`config.mk`:
```
export PLATFORM = sky130hd
export DESIGN_NAME = my_cpu_multicycle_control
export DESIGN_NICKNAME = d
export VERILOG_FILES = /design/src/rtl/my_cpu_multicycle_control.sv
export SDC_FILE = /design/constraint.sdc
export NUM_CORES = 1
export LEC_CHECK = 0
export ABC_AREA = 1
export CAP_MARGIN = 30
export CORE_ASPECT_RATIO = 1.5
export CORE_MARGIN = 4
export CORE_UTILIZATION = 42
export DETAILED_ROUTE_END_ITERATION = 8
export PLACE_DENSITY = 0.84
export REMOVE_ABC_BUFFERS = 1
export SLEW_MARGIN = 15
export SYNTH_ARGS = -nofsm -noshare
export SYNTH_HDL_FRONTEND = slang
export SYNTH_SLANG_ARGS = --single-unit
```
`constraint.sdc`:
```
create_clock -name clk -period 1.5 [get_ports clk]
set_input_delay 0.3 -clock clk [delete_from_list [all_inputs] [get_ports clk]]
set_output_delay 0.3 -clock clk [all_outputs]
set_load 0.02 [all_outputs]
```
`src/rtl/my_cpu_multicycle_control.sv`:
```
// Multicycle RISC-V control unit.
// The sequence is FETCH -> DECODE -> EXEC -> (MEM) -> (WB) -> FETCH, with HALT as a
// trap state that only reset can leave.
//
// Datapath select encodings match the single-cycle control:
//   ImmSel      0=I, 1=S, 2=B, 3=J, 4=U
//   ALUSrc_B    0=rs2, 1=immediate
//   MemtoReg    0=ALU, 1=memory, 2=PC+4, 3=immediate (LUI)
//   PCOffset    1=PC feeds ALU operand A (AUIPC)
//   ALU_Control {Fun7,Fun3} style: 0000 ADD, 1000 SUB, 0010 SLT, 0011 SLTU, 1101 SRA ...
//   Branch/InverseBranch: branch taken on ALU zero, or on non-zero when inverted
//
// The datapath selects and the flags are registered. Memory and PC strobes are decoded
// from the registered state together with the live MIO_ready handshake, and they are
// forced low while rst is high.
module my_cpu_multicycle_control #(
    parameter bit SUBWORD_EN      = 1'b1,
    parameter bit HALT_ON_ILLEGAL = 1'b1,
    parameter int MIO_TIMEOUT     = 0
) (
    input  logic       clk,
    input  logic       rst,
    input  logic [4:0] OPcode,
    input  logic [2:0] Fun3,
    input  logic       Fun7,
    input  logic       MIO_ready,
    output logic       CPU_MIO,
    output logic       MemRW,
    output logic [1:0] MemWidth,
    output logic       MemUnsigned,
    output logic       IRWrite,
    output logic       PCWrite,
    output logic       PCWriteCond,
    output logic [2:0] ImmSel,
    output logic       ALUSrc_B,
    output logic [1:0] MemtoReg,
    output logic       Jump,
    output logic       Branch,
    output logic       InverseBranch,
    output logic       PCOffset,
    output logic [3:0] ALU_Control,
    output logic       RegWrite,
    output logic       Illegal,
    output logic       Bus_error,
    output logic [2:0] State
);

    typedef enum logic [2:0] {
        ST_FETCH  = 3'd0,
        ST_DECODE = 3'd1,
        ST_EXEC   = 3'd2,
        ST_MEM    = 3'd3,
        ST_WB     = 3'd4,
        ST_HALT   = 3'd7
    } state_t;

    localparam logic [4:0] OP_R      = 5'b01100;
    localparam logic [4:0] OP_I      = 5'b00100;
    localparam logic [4:0] OP_LOAD   = 5'b00000;
    localparam logic [4:0] OP_STORE  = 5'b01000;
    localparam logic [4:0] OP_BRANCH = 5'b11000;
    localparam logic [4:0] OP_JAL    = 5'b11011;
    localparam logic [4:0] OP_JALR   = 5'b11001;
    localparam logic [4:0] OP_LUI    = 5'b01101;
    localparam logic [4:0] OP_AUIPC  = 5'b00101;

    localparam int CW = (MIO_TIMEOUT > 1) ? $clog2(MIO_TIMEOUT + 1) : 1;
    localparam logic [CW-1:0] TIMEOUT_LAST = (MIO_TIMEOUT > 0) ? CW'(MIO_TIMEOUT - 1) : '0;

    state_t        state_q, state_d;
    logic [CW-1:0] wait_cnt_q, wait_cnt_d;
    logic          illegal_q, illegal_d;
    logic          bus_error_q, bus_error_d;
    logic [2:0]    imm_sel_q, imm_sel_d;
    logic          alu_src_b_q, alu_src_b_d;
    logic [1:0]    mem_to_reg_q, mem_to_reg_d;
    logic          jump_q, jump_d;
    logic          branch_q, branch_d;
    logic          inv_branch_q, inv_branch_d;
    logic          pc_offset_q, pc_offset_d;
    logic [3:0]    alu_ctrl_q, alu_ctrl_d;
    logic          is_mem_q, is_mem_d;
    logic          is_store_q, is_store_d;
    logic [1:0]    mem_width_q, mem_width_d;
    logic          mem_unsigned_q, mem_unsigned_d;

    logic          dec_legal;
    logic [2:0]    dec_imm_sel;
    logic          dec_alu_src_b;
    logic [1:0]    dec_mem_to_reg;
    logic          dec_jump;
    logic          dec_branch;
    logic          dec_inv_branch;
    logic          dec_pc_offset;
    logic [3:0]    dec_alu_ctrl;
    logic          dec_is_load;
    logic          dec_is_store;
    logic          timeout_hit;

    // Instruction decode: legality plus the single-cycle datapath selects for the opcode.
    always_comb begin
        dec_legal      = 1'b0;
        dec_imm_sel    = 3'd0;
        dec_alu_src_b  = 1'b0;
        dec_mem_to_reg = 2'd0;
        dec_jump       = 1'b0;
        dec_branch     = 1'b0;
        dec_inv_branch = 1'b0;
        dec_pc_offset  = 1'b0;
        dec_alu_ctrl   = 4'b0000;
        dec_is_load    = 1'b0;
        dec_is_store   = 1'b0;
        case (OPcode)
            OP_R: begin
                dec_legal    = 1'b1;
                dec_alu_ctrl = {Fun7, Fun3};
            end
            OP_I: begin
                dec_legal     = 1'b1;
                dec_alu_src_b = 1'b1;
                dec_alu_ctrl  = {(Fun3 == 3'b101) & Fun7, Fun3};
            end
            OP_LOAD: begin
                if (SUBWORD_EN)
                    dec_legal = !(Fun3 == 3'b011 || Fun3 == 3'b110 || Fun3 == 3'b111);
                else
                    dec_legal = (Fun3 == 3'b010);
                dec_alu_src_b  = 1'b1;
                dec_mem_to_reg = 2'd1;
                dec_is_load    = 1'b1;
            end
            OP_STORE: begin
                if (SUBWORD_EN)
                    dec_legal = (Fun3 < 3'b011);
                else
                    dec_legal = (Fun3 == 3'b010);
                dec_imm_sel   = 3'd1;
                dec_alu_src_b = 1'b1;
                dec_is_store  = 1'b1;
            end
            OP_BRANCH: begin
                dec_legal      = !(Fun3 == 3'b010 || Fun3 == 3'b011);
                dec_imm_sel    = 3'd2;
                dec_branch     = 1'b1;
                dec_inv_branch = Fun3[2] ? !Fun3[0] : Fun3[0];
                case (Fun3[2:1])
                    2'b10:   dec_alu_ctrl = 4'b0010;
                    2'b11:   dec_alu_ctrl = 4'b0011;
                    default: dec_alu_ctrl = 4'b1000;
                endcase
            end
            OP_JAL: begin
                dec_legal      = 1'b1;
                dec_imm_sel    = 3'd3;
                dec_jump       = 1'b1;
                dec_mem_to_reg = 2'd2;
            end
            OP_JALR: begin
                dec_legal      = 1'b1;
                dec_alu_src_b  = 1'b1;
                dec_jump       = 1'b1;
                dec_mem_to_reg = 2'd2;
            end
            OP_LUI: begin
                dec_legal      = 1'b1;
                dec_imm_sel    = 3'd4;
                dec_alu_src_b  = 1'b1;
                dec_mem_to_reg = 2'd3;
            end
            OP_AUIPC: begin
                dec_legal     = 1'b1;
                dec_imm_sel   = 3'd4;
                dec_alu_src_b = 1'b1;
                dec_pc_offset = 1'b1;
            end
            default: dec_legal = 1'b0;
        endcase
    end

    // Next-state logic, wait counter, sticky flags and capture of the decoded selects.
    always_comb begin
        state_d        = state_q;
        wait_cnt_d     = '0;
        illegal_d      = illegal_q;
        bus_error_d    = bus_error_q;
        imm_sel_d      = imm_sel_q;
        alu_src_b_d    = alu_src_b_q;
        mem_to_reg_d   = mem_to_reg_q;
        jump_d         = jump_q;
        branch_d       = branch_q;
        inv_branch_d   = inv_branch_q;
        pc_offset_d    = pc_offset_q;
        alu_ctrl_d     = alu_ctrl_q;
        is_mem_d       = is_mem_q;
        is_store_d     = is_store_q;
        mem_width_d    = mem_width_q;
        mem_unsigned_d = mem_unsigned_q;
        timeout_hit    = (MIO_TIMEOUT > 0) && (wait_cnt_q == TIMEOUT_LAST);
        case (state_q)
            ST_FETCH: begin
                if (MIO_ready) begin
                    state_d = ST_DECODE;
                end else if (timeout_hit) begin
                    state_d     = ST_HALT;
                    bus_error_d = 1'b1;
                end else if (MIO_TIMEOUT > 0) begin
                    wait_cnt_d = wait_cnt_q + CW'(1);
                end
            end
            ST_DECODE: begin
                if (!dec_legal) begin
                    illegal_d = 1'b1;
                    if (HALT_ON_ILLEGAL)
                        state_d = ST_HALT;
                    else
                        state_d = ST_FETCH;
                end else begin
                    state_d        = ST_EXEC;
                    imm_sel_d      = dec_imm_sel;
                    alu_src_b_d    = dec_alu_src_b;
                    mem_to_reg_d   = dec_mem_to_reg;
                    jump_d         = dec_jump;
                    branch_d       = dec_branch;
                    inv_branch_d   = dec_inv_branch;
                    pc_offset_d    = dec_pc_offset;
                    alu_ctrl_d     = dec_alu_ctrl;
                    is_mem_d       = dec_is_load | dec_is_store;
                    is_store_d     = dec_is_store;
                    mem_width_d    = Fun3[1:0];
                    mem_unsigned_d = dec_is_load & Fun3[2];
                end
            end
            ST_EXEC: begin
                if (is_mem_q)
                    state_d = ST_MEM;
                else if (branch_q)
                    state_d = ST_FETCH;
                else
                    state_d = ST_WB;
            end
            ST_MEM: begin
                if (MIO_ready) begin
                    if (is_store_q)
                        state_d = ST_FETCH;
                    else
                        state_d = ST_WB;
                end else if (timeout_hit) begin
                    state_d     = ST_HALT;
                    bus_error_d = 1'b1;
                end else if (MIO_TIMEOUT > 0) begin
                    wait_cnt_d = wait_cnt_q + CW'(1);
                end
            end
            ST_WB:   state_d = ST_FETCH;
            ST_HALT: state_d = ST_HALT;
            default: state_d = ST_FETCH;
        endcase
    end

    // State, counter, flag and datapath-select registers with synchronous reset.
    always_ff @(posedge clk) begin
        if (rst) begin
            state_q        <= ST_FETCH;
            wait_cnt_q     <= '0;
            illegal_q      <= 1'b0;
            bus_error_q    <= 1'b0;
            imm_sel_q      <= 3'd0;
            alu_src_b_q    <= 1'b0;
            mem_to_reg_q   <= 2'd0;
            jump_q         <= 1'b0;
            branch_q       <= 1'b0;
            inv_branch_q   <= 1'b0;
            pc_offset_q    <= 1'b0;
            alu_ctrl_q     <= 4'b0000;
            is_mem_q       <= 1'b0;
            is_store_q     <= 1'b0;
            mem_width_q    <= 2'd2;
            mem_unsigned_q <= 1'b0;
        end else begin
            state_q        <= state_d;
            wait_cnt_q     <= wait_cnt_d;
            illegal_q      <= illegal_d;
            bus_error_q    <= bus_error_d;
            imm_sel_q      <= imm_sel_d;
            alu_src_b_q    <= alu_src_b_d;
            mem_to_reg_q   <= mem_to_reg_d;
            jump_q         <= jump_d;
            branch_q       <= branch_d;
            inv_branch_q   <= inv_branch_d;
            pc_offset_q    <= pc_offset_d;
            alu_ctrl_q     <= alu_ctrl_d;
            is_mem_q       <= is_mem_d;
            is_store_q     <= is_store_d;
            mem_width_q    <= mem_width_d;
            mem_unsigned_q <= mem_unsigned_d;
        end
    end

    // Memory and PC strobes follow the current state and handshake; reset silences them.
    always_comb begin
        CPU_MIO     = !rst && (state_q == ST_FETCH || state_q == ST_MEM);
        MemRW       = !rst && (state_q == ST_MEM) && is_store_q;
        MemWidth    = (state_q == ST_MEM) ? mem_width_q : 2'd2;
        MemUnsigned = !rst && (state_q == ST_MEM) && mem_unsigned_q;
        IRWrite     = !rst && (state_q == ST_FETCH) && MIO_ready;
        PCWrite     = !rst && ((state_q == ST_WB)
                            || (state_q == ST_MEM && MIO_ready && is_store_q)
                            || (state_q == ST_DECODE && !dec_legal && !HALT_ON_ILLEGAL));
        PCWriteCond = !rst && (state_q == ST_EXEC) && branch_q;
        RegWrite    = !rst && (state_q == ST_WB);
    end

    assign ImmSel        = imm_sel_q;
    assign ALUSrc_B      = alu_src_b_q;
    assign MemtoReg      = mem_to_reg_q;
    assign Jump          = jump_q;
    assign Branch        = branch_q;
    assign InverseBranch = inv_branch_q;
    assign PCOffset      = pc_offset_q;
    assign ALU_Control   = alu_ctrl_q;
    assign Illegal       = illegal_q;
    assign Bus_error     = bus_error_q;
    assign State         = state_q;

endmodule

```
==> results.py <==
metrics = {
    "outcome": {
        "status": "finished, violations left",
        "violations": "negative setup slack",
    },
    "critical_path": {
        "critPathCaptureType": "output pin",
        "worst_ep_required_time_ps": 1200,
        "r2r_slack_ps": 50,
        "data_arrival_time_of_the_critical_path_ps": 1450,
        "worstSetupPathType": "reg2out",
        "critical_path.startpoint_type": "register",
        "critical_path_peak_fanout": 2,
    },
    "clocking": {
        "ctsLongestPathBuffers": 2,
        "clock-root-buffer": "sky130_fd_sc_hd__clkbuf_8",
        "clkLatencyLatePin_ps": 270,
        "cts.sink_count": 23,
        "ctsHtreeMaxLevel": 1,
        "worst_setup_hold_path_clk_slew_ps": 80,
        "postCtsHoldBufs": 0,
        "tritoncts_clock_tree": "done",
        "tritoncts.num_buffers": 3,
    },
    "layout": {
        "area_growth_syn_to_layout_pct": 70.75,
        "area.sequential_um2": 466.7,
        "post_route_cells_drive_above_1_share": 0.3754,
        "final.fill_count": 237,
        "multi_input_area_um2": 927.1,
        "diodes": 0,
        "final_net_count": 322,
    },
    "detailed_routing": {
        "detail-route-antenna-nets": 0,
        "detail_route.first_pass.iterations": 4,
        "postRouteWirelength_um": 4520,
        "initialDrtViolationCount": 30,
        "drc": 0,
        "dr_total_vias": 1737,
        "detail_route.wl_per_cell_um": 12.95,
        "detail_route.vias_per_cell": 4.977,
    },
    "sta": {
        "worst_slack_ps": -250.1,
        "timing.hold.ws_ps": 465.4,
        "grt_setup_unrepaired": "true",
        "timing_max_transition_violations_final": 0,
        "hold_viol_final": 0,
        "finalCritPeriodShare": 1.167,
        "period_minus_slack_ps": 1750,
        "fin_skew_ps": 7.717,
        "fmax_mhz": 571.4,
        "finalSetupViolations": 9,
    },
    "logic_synthesis": {
        "synth.lib_cells_used.distinct": 28,
        "ys_warn_count": 0,
        "synth-main-ff-cell": "sky130_fd_sc_hd__dfxtp_1",
        "synth_cells": 226,
        "ys_top_cells_by_count": "sky130_fd_sc_hd__nor2_1, sky130_fd_sc_hd__nand2_1, sky130_fd_sc_hd__inv_1",
        "syn_area_per_cell_um2": 6.151,
        "ys_seq_elements": 23,
        "post_synth_instance_area_um2": 1390,
        "synth_sequential_area_ratio": 0.3312,
        "netlist.area_leader.share": 0.3312,
        "synth.most_common_cell": "sky130_fd_sc_hd__nor2_1",
        "synth_top_cells_by_area": "sky130_fd_sc_hd__dfxtp_1, sky130_fd_sc_hd__nor2_1, sky130_fd_sc_hd__nand2_1",
        "synth-edff-count": 0,
        "proportion_of_register_bits_with_asynchronous_set_or_reset_after_synthesis": 0,
        "yosys.area.top_type": "sky130_fd_sc_hd__dfxtp_1",
    },
    "floorplan": {
        "floorplan.die_area_um2": 4313,
        "coreArea_um2": 3159,
        "floorplan.die.height_um": 78.46,
        "initial_utilization": 0.4400,
        "die_w_um": 54.98,
        "design.portCount": 40,
        "num_rows": 25,
    },
    "global_route": {
        "pin_count_of_the_biggest_net_entering_global_routing": 14,
        "grt_pass1_vias": 1667,
        "global_route_wire_length_before_repair_um": 6741,
        "initial_antenna_violation_count": 0,
        "grt_remaining_overflow": 0,
        "global_route.usage.total": 0.2057,
    },
    "place": {
        "detailedPlace.worstSlack_ps": -697.2,
        "io_buffer_count": 38,
        "place.gp.congestion": 0.9015,
        "detailed_place_hpwl_um": 2962,
    },
    "pwr": {
        "p_per_area_nw_per_um2": 1040,
        "leakage_nw": 1.239,
        "worst_ir_drop_vdd_mv": 0.7820,
    },
    "flow_run": {
        "max-cap-violations": 0,
    },
    "min_path": {
        "timing.hold.worst.class": "reg2reg",
    },
}
==> cell usage in the layout, fill, tap and decap left out, drive strengths merged <==
cell type and count:
nor2 62, buf 59, nand2 50, inv 33, dfxtp 23, nand3 23
dlygate4sd2 21, clkbuf 8, a21oi 6, nor3 4, nand4 3, o21ai 3
nand3b 2, clkdlybuf4s50 2, or2 1, o22ai 1, a211oi 1, a221oi 1
a21boi 1, xnor2 1, nor3b 1, conb 1, clkinv 1, dlymetal6s2s 1
==> per-stage QoR <==
step                      TNS [ps]    util  std cells  total power (W)  area (um2)
final                        -1122  0.7513        349         0.002470        2374
after global routing         -1620  0.7513        349         0.002602        2374
after CTS                   -965.0  0.7156        348         0.002337        2261
after detailed placement    -13760  0.6768        340         0.001883        2138
after global placement      -12760  0.6768        340         0.001855        2138
after floorplan             -559.1       -        217         0.001315        1333
==> path summary, 6_finish.rpt <==
path,from,end,cells after the start
worst min register to register,Illegal$_SDFFE_PP0P_,Illegal$_SDFFE_PP0P_,2
worst max register to register,State[2]$_SDFFE_PP0P_,MemtoReg[1]$_SDFFE_PP0P_,9
worst min-delay path,Illegal$_SDFFE_PP0P_,Illegal$_SDFFE_PP0P_,2
worst max-delay path,State[1]$_SDFFE_PP0P_,PCWrite,9
==> logic make-up (layout without fill, tap and decap cells) <==
logic type,count (synthesis),count (layout),synth area share
other,1,1,0.002698
AO/OA/AOI/OAI,13,13,0.05401
AND/OR/NAND/NOR,146,146,0.4753
buffers and inverters,42,125,0.1305
XOR/XNOR,1,1,0.006302
flip-flops,23,23,0.3312
==> layout make-up <==
type / count / area share
clock buffer: 3 / 0.01740
clock inverter: 1 / 0.002109
inverter: 33 / 0.05535
multi-input combinational: 161 / 0.3906
sequential: 23 / 0.1966
tap: 40 / 0.02109
timing repair buffer: 88 / 0.3168
==> registers in the layout, indices dropped and copies added (netlist names) <==
name and count:
is_store_q 1, MemtoReg 2, ImmSel 3, is_mem_q 1
PCOffset 1, Jump 1, Illegal 1, ALU_Control 4
State 3, mem_unsigned_q 1, InverseBranch 1, mem_width_q 2
Branch 1, ALUSrc_B 1
==> critical path: stages (launching register included) <==
cell	delay (ps)
sky130_fd_sc_hd__dfxtp_2	370
sky130_fd_sc_hd__nand2_4	70
sky130_fd_sc_hd__nor2_4	90
sky130_fd_sc_hd__inv_2	60
sky130_fd_sc_hd__nor2_4	110
sky130_fd_sc_hd__inv_2	70
sky130_fd_sc_hd__nor2_4	90
sky130_fd_sc_hd__nand2_1	50
sky130_fd_sc_hd__o21ai_1	100
sky130_fd_sc_hd__buf_4	180
==> per-layer routing <==
metal / vias to the layer above / track usage / wire length [um] / share of wire
met1: 819 / 0.2012 / 1651 / 0.37
li1: 865 / - / - / -
met2: 43 / 0.4064 / 2591 / 0.57
met3: 10 / 0.01898 / 178 / 0.039
met4: 0 / 0.07543 / 99 / 0.022
met5: - / 0 / 0 / 0
==> power by group <==
part | switching, W | internal [W] | total (W)
sequential | 0.0000672 | 0.000721 | 0.000788
combinational | 0.000737 | 0.000559 | 0.00130
clock | 0.000199 | 0.000185 | 0.000385
==> what timing repair did <==
action	in CTS	in global routing
pin swaps	10	12
gates resized for setup	111	39
setup buffers	4	1
hold endpoints to repair	0	0
endpoints found under the setup margin	48	26
Power figures use the tool's default switching activity.
